<file path="src/rtl/rng_xs.sv">
// Xorshift PRNG with req/ack port, runtime reseed and post-seed warm-up.
// Define RNG_ENTROPY_EN to add the entropy_in port that is mixed into bit 0.
module rng_xs #(
   parameter int               WIDTH   = 8,
   parameter logic [WIDTH-1:0] SEED    = WIDTH'(8'h04),
   parameter int               SHIFT_A = 1,
   parameter int               SHIFT_B = 1,
   parameter int               SHIFT_C = 2,
   parameter int               WARMUP  = 4
) (
   input  logic             clk,
   input  logic             rst,
   input  logic             seed_load,
   input  logic [WIDTH-1:0] seed_val,
   input  logic             req,
   input  logic [WIDTH-1:0] req_mask,
`ifdef RNG_ENTROPY_EN
   input  logic             entropy_in,
`endif
   output logic             ack,
   output logic [WIDTH-1:0] rnd,
   output logic             busy,
   output logic             req_drop
);

   typedef enum logic {PH_WARM, PH_RUN} phase_e;

   localparam logic [WIDTH-1:0] ONE       = WIDTH'(1'b1);
   localparam logic [WIDTH-1:0] SEED_INIT = (SEED == '0) ? ONE : SEED;
   localparam logic [7:0]       WARM_INIT = 8'(WARMUP);
   localparam phase_e           PH_INIT   = (WARMUP > 0) ? PH_WARM : PH_RUN;

   logic [WIDTH-1:0] state_q, state_d, state_adv;
   logic [7:0]       warm_cnt_q, warm_cnt_d;
   phase_e           phase_q, phase_d;
   logic             pending_q, pending_d;
   logic [WIDTH-1:0] mask_q, mask_d;
   logic             ack_q, ack_d;
   logic [WIDTH-1:0] rnd_q, rnd_d;
   logic             drop_q, drop_d;

   function automatic logic [WIDTH-1:0] xs_next(input logic [WIDTH-1:0] x);
      logic [WIDTH-1:0] t;
      t = x ^ (x << SHIFT_A);
      t = t ^ (t >> SHIFT_B);
      t = t ^ (t << SHIFT_C);
      return t;
   endfunction

   always_comb begin
      state_adv = xs_next(state_q);
`ifdef RNG_ENTROPY_EN
      state_adv = state_adv ^ {{(WIDTH-1){1'b0}}, entropy_in};
      if (state_adv == '0) state_adv = ONE;
`endif
   end

   always_comb begin
      state_d    = state_q;
      warm_cnt_d = warm_cnt_q;
      phase_d    = phase_q;
      pending_d  = pending_q;
      mask_d     = mask_q;
      ack_d      = 1'b0;
      rnd_d      = rnd_q;
      drop_d     = 1'b0;

      if (seed_load) begin
         state_d    = (seed_val == '0) ? ONE : seed_val;
         warm_cnt_d = WARM_INIT;
         phase_d    = PH_INIT;
      end else begin
         state_d = state_adv;
      end

      // A reseed edge handles requests as if still warming up, so a pending
      // request survives the reseed and waits for the new warm-up.
      if (seed_load || phase_q == PH_WARM) begin
         if (!seed_load) begin
            warm_cnt_d = warm_cnt_q - 8'd1;
            if (warm_cnt_q == 8'd1) phase_d = PH_RUN;
         end
         if (req) begin
            if (pending_q) begin
               drop_d = 1'b1;
            end else begin
               pending_d = 1'b1;
               mask_d    = req_mask;
            end
         end
      end else if (pending_q) begin
         ack_d     = 1'b1;
         rnd_d     = state_q & mask_q;
         pending_d = 1'b0;
         drop_d    = req;
      end else if (req) begin
         ack_d = 1'b1;
         rnd_d = state_q & req_mask;
      end
   end

   always_ff @(posedge clk or posedge rst) begin
      if (rst) begin
         state_q    <= SEED_INIT;
         warm_cnt_q <= WARM_INIT;
         phase_q    <= PH_INIT;
         pending_q  <= 1'b0;
         mask_q     <= '0;
         ack_q      <= 1'b0;
         rnd_q      <= '0;
         drop_q     <= 1'b0;
      end else begin
         state_q    <= state_d;
         warm_cnt_q <= warm_cnt_d;
         phase_q    <= phase_d;
         pending_q  <= pending_d;
         mask_q     <= mask_d;
         ack_q      <= ack_d;
         rnd_q      <= rnd_d;
         drop_q     <= drop_d;
      end
   end

   assign ack      = ack_q;
   assign rnd      = rnd_q;
   assign req_drop = drop_q;
   assign busy     = (phase_q == PH_WARM) || pending_q;

endmodule

</file>
<file path="config.mk">
export PLATFORM = sky130hd
export DESIGN_NAME = rng_xs
export DESIGN_NICKNAME = d
export VERILOG_FILES = /design/src/rtl/rng_xs.sv
export SDC_FILE = /design/constraint.sdc
export NUM_CORES = 1
export LEC_CHECK = 0
export ABC_AREA = 1
export CORE_ASPECT_RATIO = 0.7
export CORE_MARGIN = 4
export CORE_UTILIZATION = 40
export DETAILED_ROUTE_END_ITERATION = 10
export SETUP_SLACK_MARGIN = 0.02
export SLEW_MARGIN = 20
export SYNTH_ARGS = -nofsm -noshare
export SYNTH_HDL_FRONTEND = slang
export SYNTH_SLANG_ARGS = --single-unit
</file>
<file path="constraint.sdc">
create_clock -name clk -period 1.77 [get_ports clk]
set_clock_uncertainty 0.2 [all_clocks]
set_input_delay 0.354 -clock clk [delete_from_list [all_inputs] [get_ports clk]]
set_output_delay 0.354 -clock clk [all_outputs]
set_load 0.02 [all_outputs]
</file>
==> flow_summary.json, run 1 <==
{
  "synth_top_area_frac": 0.483,
  "grt_pass1_vias": 1372,
  "synthesis.area_um2": 1760,
  "cp-start-kind": "flop",
  "rows": 19,
  "clockRootBuffer": "clkbuf_8",
  "maxCapViolCount": 0,
  "drc": 0,
  "drtPass1Iterations": 4,
  "layout_common_cells": "nand2_1, dfrtp_1, nor2_1",
  "rr_worst_depth": 9,
  "p_sw_mw": 0.859,
  "slew_headroom": 0.832,
  "final_hold_viol_count": 0,
  "synth_area_leader_cell": "dfrtp_1",
  "die_h_um": 63.5,
  "area_growth_pct": 26.3,
  "cts.repair.resized": 11,
  "cts_hold_buf": 0,
  "syn_inst": 190,
  "power.internal_mw": 1.74,
  "antenna_found_initial": 0,
  "layout_commonest_cell": "nand2_1",
  "cp.required_ns": 1.22,
  "pwr-share-clk": 0.241,
  "power_density_nw_per_um2": 1170,
  "clock-sinks": 36,
  "fmax_mhz": 615,
  "grt_max_degree": 37,
  "port_buffers": 30,
  "start_util": 0.431,
  "num-nets-final": 250,
  "die-area_um2": 5550,
  "ys_seq_elements": 36,
  "die_w_um": 87.3,
  "tns_ns": 0,
  "rsz0062_at_grt": "false",
  "post-cts-setup-buffers": 0,
  "synth-warning-count": 0,
  "multi_input_area_um2": 717,
  "tightestPinTransition_ns": 0.252,
  "cts_tree": "yes",
  "numCtsBuffers": 5,
  "layout-drive-gt1-share": 0.135,
  "vdd_ir_drop_max_mv": 0.603,
  "pin_count": 31,
  "swShare": 0.330,
  "track_usage": 0.155,
  "p_leak_nw": 1.11,
  "hp-class": "in2async",
  "p_comb_frac": 0.294,
  "fill_cells": 392,
  "critical_path_class": "reg2out",
  "routed_wl_mm": 3.88,
  "coreArea_um2": 4090,
  "fin_hold_ws_ns": 0.228,
  "dr_total_vias": 1393,
  "dp_hpwl_mm": 2.91,
  "routabilityCongestion": 0.789,
  "clockBufferDepth": 2,
  "fin_crit_ns": 1.63,
  "vias_per_cell": 4.96,
  "post-route-period-util": 0.918,
  "ys_types": 24,
  "arrival_ns": 1.07,
  "drtAntennaViolNets": 0,
  "worstSetupEndpointType": "output port",
  "cts.clk_slew.worst_paths_ns": 0.07,
  "slew_viol_final": 0,
  "path_max_fanout": 2,
  "drtIter0Drc": 97,
  "seq_power_share": 0.465,
  "setup_viol": 0,
  "seqCellArea_um2": 903,
  "cts_max_level": 2,
  "ys_top_cells_by_area": "dfrtp_1, nand2_1, nor2_1",
  "grt_overflow": 0,
  "synth_fp_nets": 212,
  "grt_pass1_wl_mm": 6.64,
  "antenna_cells": 0,
  "yosysSeqAreaShare": 0.513,
  "insertion_delay_ns": 0.28,
  "synth_area_per_cell_um2": 9.27,
  "status": "finished clean",
  "avgRoutedWirePerCell_um": 13.8
}
==> path summary, 6_finish.rpt <==
path | slack (ns) | start | endpoint
max in group asynchronous | 0.88 | rst | state_q[2]
min in group clk | 0.29 | warm_cnt_q[7] | phase_q
max reg2reg | 0.26 | warm_cnt_q[0] | warm_cnt_q[4]
max | 0.14 | pending_q | busy
min | 0.23 | rst | warm_cnt_q[3]
min reg2reg | 0.29 | warm_cnt_q[7] | phase_q
==> power by group through the flow <==
stage                     Sequential, mW  Combinational, mW  Clock, mW
after floorplan                     1.27              0.442          0
after global placement              1.21              0.806          0
after detailed placement            1.22              0.830          0
after CTS                           1.21              0.777      0.648
after global routing                1.24              0.860      0.677
final                               1.21              0.765      0.628
==> state kept, by name, summed over array words and instances (netlist names) <==
signal / flops
pending_q: 1
phase_q: 1
warm_cnt_q: 8
rnd: 8
state_q: 8
ack: 1
req_drop: 1
mask_q: 8
==> layout make-up <==
class	instances	area share
sequential	36	0.406
multi-input combinational	126	0.322
timing repair buffer	38	0.161
clock buffer	8	0.0450
inverter	21	0.0360
tap	52	0.0292
==> Yosys cell counts <==
library cell / count
dfstp_2: 2
nand3_4: 1
xnor2_1: 6
nor2_1: 23
nand2_1: 38
inv_1: 19
a21oi_1: 5
a211oi_1: 1
buf_2: 1
o21ai_0: 16
o31ai_1: 1
inv_2: 1
o21a_1: 8
nand4_1: 1
nand2_4: 1
o211ai_1: 8
ha_1: 2
dfrtp_1: 34
nand3_1: 5
buf_4: 3
buf_6: 3
nor2_8: 2
clkinv_2: 1
o21ai_2: 8
==> worst max-delay path, cell delays in order, from the launching register on <==
cell	delay, ns
dfrtp_1	0.38
inv_2	0.06
nand2_1	0.04
dlygate4sd2_1	0.31
==> cells by family (layout without fill, tap and decap cells) <==
kind of cell | after synthesis | after routing | synth area share
buffers and inverters | 28 | 67 | 0.0802
XOR/XNOR | 6 | 6 | 0.0298
AO/OA/AOI/OAI | 47 | 47 | 0.176
flip-flops | 36 | 36 | 0.513
adder cells (fa/ha/maj) | 2 | 2 | 0.0142
AND/OR/NAND/NOR | 71 | 71 | 0.187
==> stage by stage <==
step | area [µm²] | total power [mW] | utilization | worst slack [ns] | std cells
2_1_floorplan | 1760 | 1.71 | - | 0.408 | 190
5_1_grt | 2220 | 2.78 | 0.544 | 0.0921 | 281
4_1_cts | 2220 | 2.63 | 0.544 | 0.124 | 281
6_report | 2220 | 2.60 | 0.544 | 0.145 | 281
3_5_place_dp | 2140 | 2.05 | 0.523 | -0.0467 | 273
3_3_place_gp | 2140 | 2.02 | 0.523 | -0.0148 | 273
==> routing by layer <==
layer / vias up / share of wire / track usage
li1: 692 / - / -
met1: 668 / 0.51 / 0.224
met2: 28 / 0.43 / 0.223
met3: 5 / 0.059 / 0.0469
met4: 0 / 0.0090 / 0.0402
met5: - / 0 / 0
(Power assumes the default switching activity.)
==> run 2, diff against run 1 <==
Settings changed: CORE_UTILIZATION 40 to 25, GPL_ROUTABILITY_DRIVEN set to 0.
==> run 2 against run 1 <==
Setup slack lost 0.0066 ns. Die area rose by 53%. Sequential power about the same. Register-to-register slack gained 0.03 ns. Global-route usage fell by 5.5 points. First-iteration DRC count down 43%. Hold slack got worse by 0.0032 ns. Sequential cell count unchanged. Clock-buffer cell count down 2. Critical path depth is the same. Critical path type unchanged. Largest power group unchanged.
==> flow_summary.json, run 2 (synthesized netlist as in run 1, its figures left out) <==
{
  "status": "finished clean",
  "fin_crit_ns": 1.63,
  "area_growth_pct": 31.3,
  "die_h_um": 78.2,
  "cp-start-kind": "flop",
  "routed_wl_mm": 3.84,
  "instances_no_fill": 325,
  "drtAntennaViolNets": 0,
  "cp.required_ns": 1.22,
  "slew_headroom": 0.839,
  "cts_tree": "yes",
  "fmax_mhz": 613,
  "grt_pass1_wl_mm": 6.58,
  "rsz0062_at_grt": "false",
  "grt_max_degree": 37,
  "drc": 0,
  "cp_num_buf_inv": 2,
  "grt_pass1_vias": 1280,
  "avgRoutedWirePerCell_um": 11.8,
  "cts_max_level": 2,
  "layout_common_cells": "nand2_1, dfrtp_1, nor2_1",
  "vdd_ir_drop_max_mv": 0.426,
  "arrival_ns": 1.08,
  "dp_hpwl_mm": 2.95,
  "die_w_um": 108,
  "insertion_delay_ns": 0.29,
  "layout_commonest_cell": "nand2_1",
  "vias_per_cell": 4.17,
  "layout-drive-gt1-share": 0.143,
  "clock-sinks": 36,
  "crit_family": "flip-flops",
  "power_density_nw_per_um2": 1160,
  "critPathSlowestCell": "dfrtp_1",
  "clockRootBuffer": "clkbuf_8",
  "crit_chain": "inv_2 > nand2_1 > dlygate4sd2_1",
  "fin_hold_ws_ns": 0.225,
  "rows": 25,
  "clockBufferDepth": 2,
  "cts.clk_slew.worst_paths_ns": 0.07,
  "final_core_utilization": 0.341,
  "setup_viol": 0,
  "worstSetupEndpointType": "output port",
  "critical_path_class": "reg2out",
  "die-area_um2": 8480,
  "antenna_found_initial": 0,
  "maxCapViolCount": 0,
  "drtIter0Drc": 55,
  "post_dp_cell_area_um2": 2220,
  "port_buffers": 30,
  "post-route-period-util": 0.922,
  "finalPower_mw": 2.67,
  "start_util": 0.260,
  "final_hold_viol_count": 0,
  "hp-class": "in2async",
  "track_usage": 0.100,
  "p_leak_nw": 1.13,
  "numCtsBuffers": 5,
  "slew_viol_final": 0,
  "design_area_um2": 2310,
  "grt_overflow": 0,
  "dr_total_vias": 1356,
  "path_max_fanout": 2,
  "pin_count": 31,
  "slowest_delay_ns": 0.38,
  "drtPass1Iterations": 4,
  "tightestPinTransition_ns": 0.241,
  "num-nets-final": 252,
  "coreArea_um2": 6790,
  "antenna_cells": 0,
  "placed_cells": 317
}
## run 2: cell types whose count changed in the layout (fill, tap and decap cells not counted)
cell       change
buf_4          +1
buf_12         +1
clkbuf_8       -2
bufinv_16      +1
clkinv_2       +1
## run 2: path summary, 6_finish.rpt
check	startpoint	to	slack (ns)	cells after the start
worst max-delay path	pending_q	busy	0.14	3
worst min-delay path	rst	phase_q	0.22	3
worst max register to register	warm_cnt_q[0]	warm_cnt_q[4]	0.29	9
worst min register to register	mask_q[0]	mask_q[0]	0.29	2
max in group asynchronous	rst	warm_cnt_q[2]	0.90	3
min in group clk	mask_q[0]	mask_q[0]	0.29	2
## run 2: stage by stage
stage,setup TNS [ns],setup WS (ns)
after floorplan,0,0.408
after global placement,-0.00657,-0.00260
after detailed placement,-0.0688,-0.0156
after CTS,0,0.108
after global routing,0,0.0676
final,0,0.138
## run 2: repair_timing
action                     4_1_cts  5_1_grt
setup endpoints to repair       11        0
hold buffers                     0        0
setup buffers                    0        0
gates resized for setup         11        0
## run 2: per-layer routing
layer | vias up | GRT usage | routed length, µm
met5 | - | 0 | 0
met3 | 4 | 0.0329 | 172
met1 | 623 | 0.162 | 2230
li1 | 703 | - | -
met4 | 0 | 0.0227 | 24
met2 | 26 | 0.123 | 1410
## run 2: layout make-up
cell class                 count  area (µm²)
clock buffer                   6        72.6
multi-input combinational    126         717
clock inverter                 2        35.0
tap                           94         118
inverter                      21        80.1
timing repair buffer          40         387
fill                         708        4480
sequential                    36         903
## run 2: worst min-delay path: cells and delay by family
| kind | cells | cell delay (ns) |
|---|---|---|
| buf+inv | 3 | 0.72 |
## run 2: report_power, final
| group | internal [mW] | switching [mW] |
|---|---|---|
| Clock | 0.418 | 0.286 |
| Combinational | 0.346 | 0.430 |
| Sequential | 1.05 | 0.143 |
==> RTL edit (settings of run 1) <==
Set the parameter `WIDTH` to 6 (it was 8).
--- a/src/rtl/rng_xs.sv
+++ b/src/rtl/rng_xs.sv
@@ -1,7 +1,7 @@
 // Xorshift PRNG with req/ack port, runtime reseed and post-seed warm-up.
 // Define RNG_ENTROPY_EN to add the entropy_in port that is mixed into bit 0.
 module rng_xs #(
-   parameter int               WIDTH   = 8,
+   parameter int               WIDTH   = 6,
    parameter logic [WIDTH-1:0] SEED    = WIDTH'(8'h04),
    parameter int               SHIFT_A = 1,
    parameter int               SHIFT_B = 1,
Ports: changed (resized req_mask, rnd and seed_val); port bits go from 31 to 25. The function was not compared with the original's and may differ.
==> RTL edit against run 1 <==
- die area down 14%
- critical path depth unchanged
- area after synthesis shrank 15%
- sequential share of layout area shrank 0.55 points
- design area down 15%
- global-route usage fell by 0.21 points
- power shrank 18%
- sequential cell count decreased by 6
- hold slack worse by 0.011 ns
- synthesized cell count fell by 14%
- wire length down 22%
- worst setup slack worse by 0.013 ns
- combinational power shrank 15%
- register-to-register slack better by 0.04 ns
- critical path type unchanged
- highest routed layer unchanged
==> RTL edit: results (changes against run 1) <==
set qor(result_of_the_run) {complete, no violations}
set qor(synth_cell_types) 25 ;# +4.2%
set qor(post_synth_xor_area_fraction_pct) 2.35 ;# -0.64 points
set qor(drive_gt1_share_pct) 17.3 ;# +3.7 points
set qor(complex_gate_fraction_of_the_synthesized_area_pct) 13.9 ;# -3.7 points
set qor(worst-slew-pin-transition_ns) 0.257 ;# +0.00570 ns
set qor(drt-initial-drc-count) 77 ;# -21%
set qor(cts_repair_resize_count) 9 ;# -2
set qor(number_of_input_and_output_port_buffers_inserted) 24 ;# -20%
set qor(place_worst_setup_slack_ns) 0.0187 ;# +0.0654 ns
set qor(sum_of_met3_wire_segment_lengths_after_detailed_routing_um) 218 ;# -4.8%
set qor(comb_power_share_pct) 30.5 ;# +1.1 points
set qor(fin_nets) 215 ;# -14%
set qor(final_std_cells_w_o_fill) 247 ;# -12%
set qor(post-dp-hpwl_um) 2380 ;# -18%
set qor(met1_length_um) 1440 ;# -27%
set qor(synth_sequential_area_ratio_pct) 50.4 ;# -0.86 points
set qor(place.detailed.instances) 240 ;# -12%
set qor(place.gp.congestion) 0.757 ;# -4.1%
set qor(globalRouteMet2Util_pct) 22.3 ;# +0.065 points
set qor(grt_pass1_wl_um) 5470 ;# -18%
set qor(pwr.group.clock_mw) 0.502 ;# -20%
set qor(gr-usage-met3_pct) 4.86 ;# +0.18 points
set qor(fill_cells) 356 ;# -9.2%
set qor(vdd_drop_max_v) 0.000624 ;# +3.5%
set qor(most_instantiated_cells_after_synthesis) {nand2_1 (33), dfrtp_1 (28), nor2_1 (20), inv_1 (15), o21ai_0 (15)}
set qor(placement.cell_area_um2) 1820 ;# -15%
set qor(synthesized_nets) 182 ;# -14%
==> RTL edit: path summary, 6_finish.rpt <==
kind | startpoint | cells after the start | to | slack, ns
max | pending_q | 3 | busy | 0.13
min | rst | 3 | rnd[5] | 0.22
max reg2reg | warm_cnt_q[0] | 9 | warm_cnt_q[4] | 0.30
min reg2reg | mask_q[2] | 2 | mask_q[2] | 0.29
max in group asynchronous | rst | 3 | state_q[2] | 0.92
min in group clk | mask_q[2] | 2 | mask_q[2] | 0.29
==> RTL edit: worst reg2reg max path: stages (launching register included) <==
cell     delay (ns)
dfrtp_1        0.40
inv_1          0.10
ha_1           0.15
inv_1          0.07
nor2_4         0.08
nand2_1        0.07
nor2_1         0.14
nand2_1        0.07
nand2_1        0.06
nor2_1         0.04
==> RTL edit: final cells by class <==
type	count	area [um^2]	area share, %
well taps	50	62.6	3.33
clock buffers	7	76.3	4.06
repair buffers	31	294	15.6
inverters	18	67.6	3.59
multi-input cells	111	627	33.3
flip-flops and latches	30	753	40.1
